File: src/rtl/network_mul_arbiter_if.sv
// Requester, response and multiplier signals of network_mul_arbiter.
// The slave modport is the arbiter side. The master modport is the requester/multiplier side.
interface network_mul_arbiter_if #(
  parameter int unsigned NREQ = 4,
  parameter int unsigned W    = 16
);
  logic [NREQ-1:0]   req_valid;
  logic [NREQ-1:0]   req_ready;
  logic [NREQ*W-1:0] req_a;
  logic [NREQ*W-1:0] req_b;
  logic [NREQ-1:0]   resp_valid;
  logic [NREQ-1:0]   resp_ready;
  logic [NREQ*W-1:0] resp_p;
  logic [W-1:0]      mul_din0;
  logic [W-1:0]      mul_din1;
  logic [W-1:0]      mul_dout;
  logic              idle;

  modport slave (
    input  req_valid, req_a, req_b, resp_ready, mul_dout,
    output req_ready, resp_valid, resp_p, mul_din0, mul_din1, idle
  );

  modport master (
    output req_valid, req_a, req_b, resp_ready, mul_dout,
    input  req_ready, resp_valid, resp_p, mul_din0, mul_din1, idle
  );
endinterface

File: src/rtl/network_mul_arbiter.sv
// Round-robin sharing of one combinational 16x16 multiplier among NREQ requesters.
// Granted operands are registered into the multiplier. The product is captured into a per-requester buffer.
module network_mul_arbiter #(
  parameter int unsigned NREQ = 4,
  parameter int unsigned W    = 16
) (
  input  logic                ap_clk,
  input  logic                ap_rst,
  network_mul_arbiter_if.slave bus
);
  localparam int unsigned IDW = (NREQ > 1) ? $clog2(NREQ) : 1;

  logic              s1_valid;
  logic [IDW-1:0]    s1_id;
  logic [IDW-1:0]    rr_ptr;
  logic [W-1:0]      din0_q;
  logic [W-1:0]      din1_q;
  logic [NREQ-1:0]   resp_valid_q;
  logic [NREQ*W-1:0] resp_p_q;

  logic [NREQ-1:0]   eligible;
  logic              grant_any;
  logic [IDW-1:0]    grant_id;
  int unsigned       idx;
  logic [W-1:0]      grant_a;
  logic [W-1:0]      grant_b;

  // A requester with a product in flight or waiting in its buffer is not eligible.
  always_comb begin
    eligible = '0;
    for (int unsigned i = 0; i < NREQ; i++) begin
      eligible[i] = bus.req_valid[i] && !resp_valid_q[i] &&
                    !(s1_valid && (s1_id == IDW'(i)));
    end
  end

  always_comb begin
    grant_any = 1'b0;
    grant_id  = '0;
    idx       = 0;
    for (int unsigned k = 1; k <= NREQ; k++) begin
      idx = (32'(rr_ptr) + k) % NREQ;
      if (!grant_any && eligible[idx]) begin
        grant_any = 1'b1;
        grant_id  = IDW'(idx);
      end
    end
  end

  always_comb begin
    grant_a = bus.req_a[32'(grant_id)*W +: W];
    grant_b = bus.req_b[32'(grant_id)*W +: W];
  end

  always_comb begin
    bus.req_ready = '0;
    if (grant_any && !ap_rst) begin
      bus.req_ready[grant_id] = 1'b1;
    end
  end

  always_ff @(posedge ap_clk) begin
    if (ap_rst) begin
      s1_valid     <= 1'b0;
      s1_id        <= '0;
      rr_ptr       <= IDW'(NREQ - 1);
      din0_q       <= '0;
      din1_q       <= '0;
      resp_valid_q <= '0;
      resp_p_q     <= '0;
    end else begin
      s1_valid <= grant_any;
      if (grant_any) begin
        s1_id  <= grant_id;
        rr_ptr <= grant_id;
        din0_q <= grant_a;
        din1_q <= grant_b;
      end
      // Capture and drain never meet on one buffer, so the priority order here does not matter.
      for (int unsigned i = 0; i < NREQ; i++) begin
        if (s1_valid && (s1_id == IDW'(i))) begin
          resp_valid_q[i]      <= 1'b1;
          resp_p_q[i*W +: W]   <= bus.mul_dout;
        end else if (resp_valid_q[i] && bus.resp_ready[i]) begin
          resp_valid_q[i]      <= 1'b0;
        end
      end
    end
  end

  assign bus.mul_din0   = din0_q;
  assign bus.mul_din1   = din1_q;
  assign bus.resp_valid = resp_valid_q;
  assign bus.resp_p     = resp_p_q;
  assign bus.idle       = !s1_valid && !(|resp_valid_q);
endmodule

File: src/flat_wrapper.sv
// flat-port wrapper written by rule: the top's interface ports become plain ports
module network_mul_arbiter_flat 
#(
  parameter int unsigned NREQ = 4,
  parameter int unsigned W    = 16
)
  (ap_clk, ap_rst, bus_req_valid, bus_req_a, bus_req_b, bus_resp_ready, bus_mul_dout, bus_req_ready, bus_resp_valid, bus_resp_p, bus_mul_din0, bus_mul_din1, bus_idle);
  network_mul_arbiter_if #(.NREQ(NREQ), .W(W)) bus_i ();
  input  logic ap_clk;
  input  logic ap_rst;
  input wire logic [$bits(bus_i.req_valid)-1:0] bus_req_valid;
  input wire logic [$bits(bus_i.req_a)-1:0] bus_req_a;
  input wire logic [$bits(bus_i.req_b)-1:0] bus_req_b;
  input wire logic [$bits(bus_i.resp_ready)-1:0] bus_resp_ready;
  input wire logic [$bits(bus_i.mul_dout)-1:0] bus_mul_dout;
  output wire logic [$bits(bus_i.req_ready)-1:0] bus_req_ready;
  output wire logic [$bits(bus_i.resp_valid)-1:0] bus_resp_valid;
  output wire logic [$bits(bus_i.resp_p)-1:0] bus_resp_p;
  output wire logic [$bits(bus_i.mul_din0)-1:0] bus_mul_din0;
  output wire logic [$bits(bus_i.mul_din1)-1:0] bus_mul_din1;
  output wire logic [$bits(bus_i.idle)-1:0] bus_idle;
  assign bus_i.req_valid = bus_req_valid;
  assign bus_i.req_a = bus_req_a;
  assign bus_i.req_b = bus_req_b;
  assign bus_i.resp_ready = bus_resp_ready;
  assign bus_i.mul_dout = bus_mul_dout;
  assign bus_req_ready = bus_i.req_ready;
  assign bus_resp_valid = bus_i.resp_valid;
  assign bus_resp_p = bus_i.resp_p;
  assign bus_mul_din0 = bus_i.mul_din0;
  assign bus_mul_din1 = bus_i.mul_din1;
  assign bus_idle = bus_i.idle;
  network_mul_arbiter #(.NREQ(NREQ), .W(W)) u_core (.ap_clk(ap_clk), .ap_rst(ap_rst), .bus(bus_i));
endmodule
File: config.mk
export PLATFORM = sky130hd
export DESIGN_NAME = network_mul_arbiter_flat
export DESIGN_NICKNAME = d
export VERILOG_FILES = /design/src/rtl/network_mul_arbiter_if.sv /design/src/rtl/network_mul_arbiter.sv /design/src/flat_wrapper.sv
export SDC_FILE = /design/constraint.sdc
export NUM_CORES = 1
export LEC_CHECK = 0
export CAP_MARGIN = 20
export CORE_MARGIN = 3
export CORE_UTILIZATION = 42
export CTS_CLUSTER_DIAMETER = 50
export DETAILED_ROUTE_END_ITERATION = 10
export PLACE_DENSITY = 0.94
export SLEW_MARGIN = 20
export SYNTH_ARGS = -nofsm -noshare
export SYNTH_HDL_FRONTEND = slang
export SYNTH_SLANG_ARGS = --single-unit
File: constraint.sdc
create_clock -name ap_clk -period 9.2 [get_ports ap_clk]
set_input_delay 2.76 -clock ap_clk [delete_from_list [all_inputs] [get_ports ap_clk]]
set_output_delay 2.76 -clock ap_clk [all_outputs]
set_load 0.005 [all_outputs]
==> results of run 1 <==
## critical path: stages
cell             delay, ps
clkdlybuf4s50_1        450
nor2b_1                310
a31oi_1                230
a32oi_2                370
o21ai_2                110
buf_4                  260
nor2_1                 140
clkdlybuf4s50_1        510
## flip-flops by register name, indices dropped and copies added, names as in the netlist
| register | flops |
|---|---|
| u_core.bus.mul_din0 | 16 |
| u_core.bus.resp_p | 64 |
| u_core.s1_valid | 1 |
| u_core.s1_id | 2 |
| u_core.bus.mul_din1 | 16 |
| u_core.rr_ptr | 2 |
| u_core.bus.resp_valid | 4 |
## final timing paths
check,start,end,cells past startpoint
max reg2reg,u_core.s1_valid,u_core.bus.mul_din0[2],8
max,bus_req_valid[3],bus_req_ready[3],8
min reg2reg,u_core.bus.resp_p[62],u_core.bus.resp_p[62],2
min,u_core.bus.resp_p[62],u_core.bus.resp_p[62],2
## where the power goes
group	switching, mW	internal (mW)	leakage, nW
Combinational	0.193	0.255	1.80
Sequential	0.0367	0.511	0.860
Clock	0.162	0.101	0.0843
Total	0.392	0.867	2.74
## logic make-up (layout without fill, tap and decap cells)
kind of cell    Yosys count  in the layout  share of synthesized area
compound gates          147            147                      0.200
other cells               0              1                          0
simple gates            162            162                      0.147
buf+inv                  48            284                     0.0649
mux                      64             64                      0.137
flops                   105            105                      0.451
## final cells by class
class	count	area share
diodes	1	0.000340
clock buffers	11	0.0179
clock inverters	5	0.00527
inverters	4	0.00204
multi-input cells	373	0.309
flip-flops and latches	105	0.286
well taps	136	0.0231
repair buffers	264	0.356
## routing by layer
layer	vias to the layer above	track usage	wire, µm
met2	237	0.451	8300
met3	35	0.0810	1530
met4	0	0.114	621
li1	2294	-	-
met5	-	0	0
met1	2210	0.326	6690
## stage by stage
stage	instances	power [mW]
2_1_floorplan	526	0.788
3_3_place_gp	882	0.985
3_5_place_dp	882	1.00
4_1_cts	898	1.27
5_1_grt	899	1.32
6_report	899	1.26
## cells in the final DEF (no fill, tap or decap), drive strengths merged
cell,instances
mux2i,64
nand2b,6
clkbuf,11
clkinvlp,1
a31oi,3
nor2b,4
and3b,2
a32oi,1
a221oi,1
or3b,1
or3,1
clkinv,2
or4,1
nand3b,2
and3,2
a211oi,1
a211o,1
a311o,1
a2bb2oi,33
o21ai,33
nand2,131
a21boi,1
inv,6
o211ai,1
nor4,1
nand3,2
o311ai,1
diode,1
dfxtp,105
clkdlybuf4s50,257
nor3b,1
nor2,8
a21oi,69
o22ai,1
buf,7
==> impl_metrics.yaml, run 1 <==
outcome:
  run_status: "finished, final reports clean"
timing:
  worst_slew_pin_slew_ps: 942
  period_share: 0.862
  final_period_minus_worst_setup_slack_ps: 7930
  hold_violations: 0
  timing.fmax_ghz: 0.126
  finalSetupViolCount: 0
  setup_ws_ps: 1270
  drv_slew: 0
  holdWs_ps: 463
  fin_skew_ps: 11.3
  maxSlewHeadroom: 0.371
  finalSetupTns_ps: 0
  rsz0062_at_grt: "false"
critical_path:
  start_kind: "primary input"
  crit_required_ps: 6440
  path_class: "in -> out"
  critPathMaxFanout: 34
  end_kind: "output port"
  cp.arrival_ps: 5170
  r2r_slack_ps: 5240
finish:
  drive_gt1_frac: 0.0381
  seqCellArea_mm2: 0.00210
  multi_input_area_mm2: 0.00227
  fin_area_mm2: 0.00736
  fin_nets: 911
  n_fill_cell: 785
  post-route-util: 0.697
  area_delta_synth_final_pct: 57.7
global_routing:
  grt_pass1_wl_um: 27100
  first_global_vias: 4969
  grt.total_usage: 0.271
  antenna_found_initial: 1
  overflow: 0
  grt_max_degree: 76
drt:
  wl_per_cell_um: 19.1
  drcViolationCount: 0
  drtAntennaViolNets: 0
  drt_iter0_markers: 370
  vias_per_cell: 5.31
  first_pass_iters: 5
  drt-total-wl_um: 17200
  vias: 4776
placement:
  post-place-ws_ps: 1310
  routabilityCongestion: 0.976
  dpl.hpwl_um: 13100
  place_area_mm2: 0.00718
  portBuffers: 258
floorplan:
  die_w_um: 111
  die_y_um: 111
  ioPinCount: 259
  core_mm2: 0.0106
  rows: 37
  initial_core_util: 0.442
  die-area_mm2: 0.0124
synth:
  yosys.area.top_type: "dfxtp_1"
  synth_area_leaders: "dfxtp_1 45%, mux2i_1 14%, nand2_1 11%"
  syn_area_mm2: 0.00467
  yosysSeqAreaShare: 0.451
  synth-seq-cells: 105
  synth.top_cell.area_share: 0.451
  yosys_warnings: 0
  async_reset_ff_frac: 0
  synth.distinct_cells: 39
  synthCells: 526
  yosysMostFrequentCell: "nand2_1"
  synth_flop_cell: "dfxtp_1"
  syn_nets: 680
  synth_edf_count: 0
  netlist_top_cells_count: "131 x nand2_1, 105 x dfxtp_1, 69 x a21oi_1"
  syn_avg_cell_area_um2: 8.87
flow_run:
  drv_cap: 0
power_and_ir_drop:
  p_leak_nw: 2.74
  ir_worst_vdd_v: 0.000107
  p_per_area_mw_per_mm2: 171
clock_network:
  cts.sinks: 105
  cts_setup_buffers: 0
  postCtsResizedCells: 0
  clock_path_buffers: 2
  cts.root.buffer_cell: "clkbuf_8"
  clk_latency_ps: 360
  cts_hold_buf: 0
  cts_buffers: 9
  tritoncts: "done"
  htree_num_levels: 3
  clk_pin_slew_worst_paths_ps: 100
worst_hold_path:
  worstHoldPathType: "reg -> reg"
(Power assumes the default switching activity.)
==> inputs of run 2 (changes only) <==
GPL_ROUTABILITY_DRIVEN = 0   (was unset)
RECOVER_POWER = 25   (was unset)
==> results of run 2 <==
The final DEF is identical to that of run 1; final timing and power are the same.
==> inputs of run 3 (changes only) <==
CORE_UTILIZATION = 35   (was 42)
PLACE_DENSITY = 0.82   (was 0.94)
==> run 3 against run 2 <==
Compared with the run above: the run now ends with max-capacitance violations, max-slew violations left; total power grew 6.7%; routed wire length shrank 1.4%; sequential cell count is the same; register-to-register slack gained 110 ps; clock-buffer cell count shrank 1; non-clock buffer count shrank 1; via count shrank 2.4%; worst setup slack lost 20 ps; clock power grew 36%; cell count grew 3.7%; critical path depth shrank 1; hold slack lost 9.4 ps; critical path type unchanged; largest power group unchanged.
==> impl_metrics.yaml, run 3 (synthesis gave the netlist of run 1 again) <==
floorplan:
  die_w_um: 121
  die-area_mm2: 0.0148
  core_mm2: 0.0128
  initial_core_util: 0.364
  rows: 41
  die_y_um: 121
  ioPinCount: 259
clock_network:
  cts.root.buffer_cell: "clkbuf_16"
  clk_latency_ps: 350
  cts_setup_buffers: 0
  cts_hold_buf: 0
  tritoncts: "done"
  clk_pin_slew_worst_paths_ps: 60
  cts_buffers: 9
  clock_path_buffers: 2
  htree_num_levels: 3
  postCtsResizedCells: 0
  cts.sinks: 105
global_routing:
  first_global_vias: 4445
  antenna_found_initial: 0
  overflow: 0
  grt_pass1_wl_um: 25200
  grt.total_usage: 0.222
  grt_max_degree: 71
critical_path:
  end_kind: "output port"
  critPathMaxFanout: 10
  cp.arrival_ps: 5190
  start_kind: "primary input"
  path_class: "in -> out"
  crit_required_ps: 6440
power_and_ir_drop:
  comb_power_share: 0.329
  p_seq_frac: 0.404
  ir_worst_vdd_v: 0.000172
  p_leak_nw: 2.78
  internal_power_uw: 951
  switching_share: 0.292
  p_clk_frac: 0.267
  p_per_area_mw_per_mm2: 179
  p_sw_uw: 392
finish:
  largest_reg_flops: 64
  antenna_cells: 0
  layout_common_cells: "257 x clkdlybuf4s50_1, 131 x nand2_1, 105 x dfxtp_1"
  n_fill_cell: 1129
  seqCellArea_mm2: 0.00210
  drive_gt1_frac: 0.0342
  fin_nets: 910
  area_delta_synth_final_pct: 60.4
  final_common_cell: "clkdlybuf4s50_1"
  multi_input_area_mm2: 0.00227
timing:
  final_period_minus_worst_setup_slack_ps: 7950
  period_share: 0.864
  drv_slew: 71
  fin_skew_ps: 8.19
  worst_slew_pin_slew_ps: 3160
  rsz0062_at_grt: "false"
  finalSetupViolCount: 0
  timing.fmax_ghz: 0.126
  hold_violations: 0
  maxSlewHeadroom: -1.11
  holdWs_ps: 454
  finalSetupTns_ps: 0
placement:
  portBuffers: 258
  dpl.hpwl_um: 12500
worst_hold_path:
  worstHoldPathType: "reg -> reg"
drt:
  drt_iter0_markers: 325
  vias_per_cell: 5.00
  first_pass_iters: 5
  drt-total-wl_um: 16900
  wl_per_cell_um: 18.2
  drcViolationCount: 0
  vias: 4663
  drtAntennaViolNets: 0
flow_run:
  drv_cap: 1
outcome:
  violations: "max-capacitance violations, max-slew violations"
  run_status: "complete, but fails checks"
[run 3: worst paths after layout]
| check | slack (ps) | from | cells after the start | end |
|---|---|---|---|---|
| max | 1250 | bus_req_valid[3] | 7 | bus_req_ready[3] |
| min | 450 | u_core.bus.resp_p[50] | 2 | u_core.bus.resp_p[50] |
| max reg2reg | 5350 | u_core.s1_valid | 7 | u_core.bus.mul_din0[15] |
| min reg2reg | 450 | u_core.bus.resp_p[50] | 2 | u_core.bus.resp_p[50] |
[run 3: power by group through the flow]
stage               Sequential, mW  Clock, mW  Combinational, mW
global placement             0.551          0              0.439
CTS                          0.543      0.372              0.444
global route                 0.550      0.385              0.475
detailed placement           0.553          0              0.442
floorplan                    0.553          0              0.235
finish                       0.543      0.358              0.442
[run 3: routing by layer]
layer  track usage  wire length (µm)
met2         0.358              7970
met5             0                 0
met3         0.103              1920
met1         0.268              6760
met4        0.0567               266
[run 3: per-stage QoR]
step	cells	cell area, µm²	setup slack [ps]	util	total power [mW]
2_1_floorplan	526	4670	2390	-	0.788
3_3_place_gp	917	7220	1290	0.563	0.991
3_5_place_dp	917	7220	1280	0.563	0.995
4_1_cts	932	7490	1270	0.584	1.36
5_1_grt	932	7490	1100	0.584	1.41
6_report	932	7490	1250	0.584	1.34
[run 3: area by class of cell]
| cell class | instances | area share |
|---|---|---|
| clock buffer | 10 | 0.0306 |
| multi-input combinational | 373 | 0.304 |
| timing repair buffer | 263 | 0.349 |
| sequential | 105 | 0.281 |
| clock inverter | 5 | 0.00535 |
| tap | 172 | 0.0287 |
| inverter | 4 | 0.00201 |
[run 3: worst max-delay path, stage by stage]
cell,delay (ps)
clkdlybuf4s50_1,450
nor2b_1,290
nand2_1,210
a221oi_4,710
inv_1,130
nor2_1,130
clkdlybuf4s50_1,510
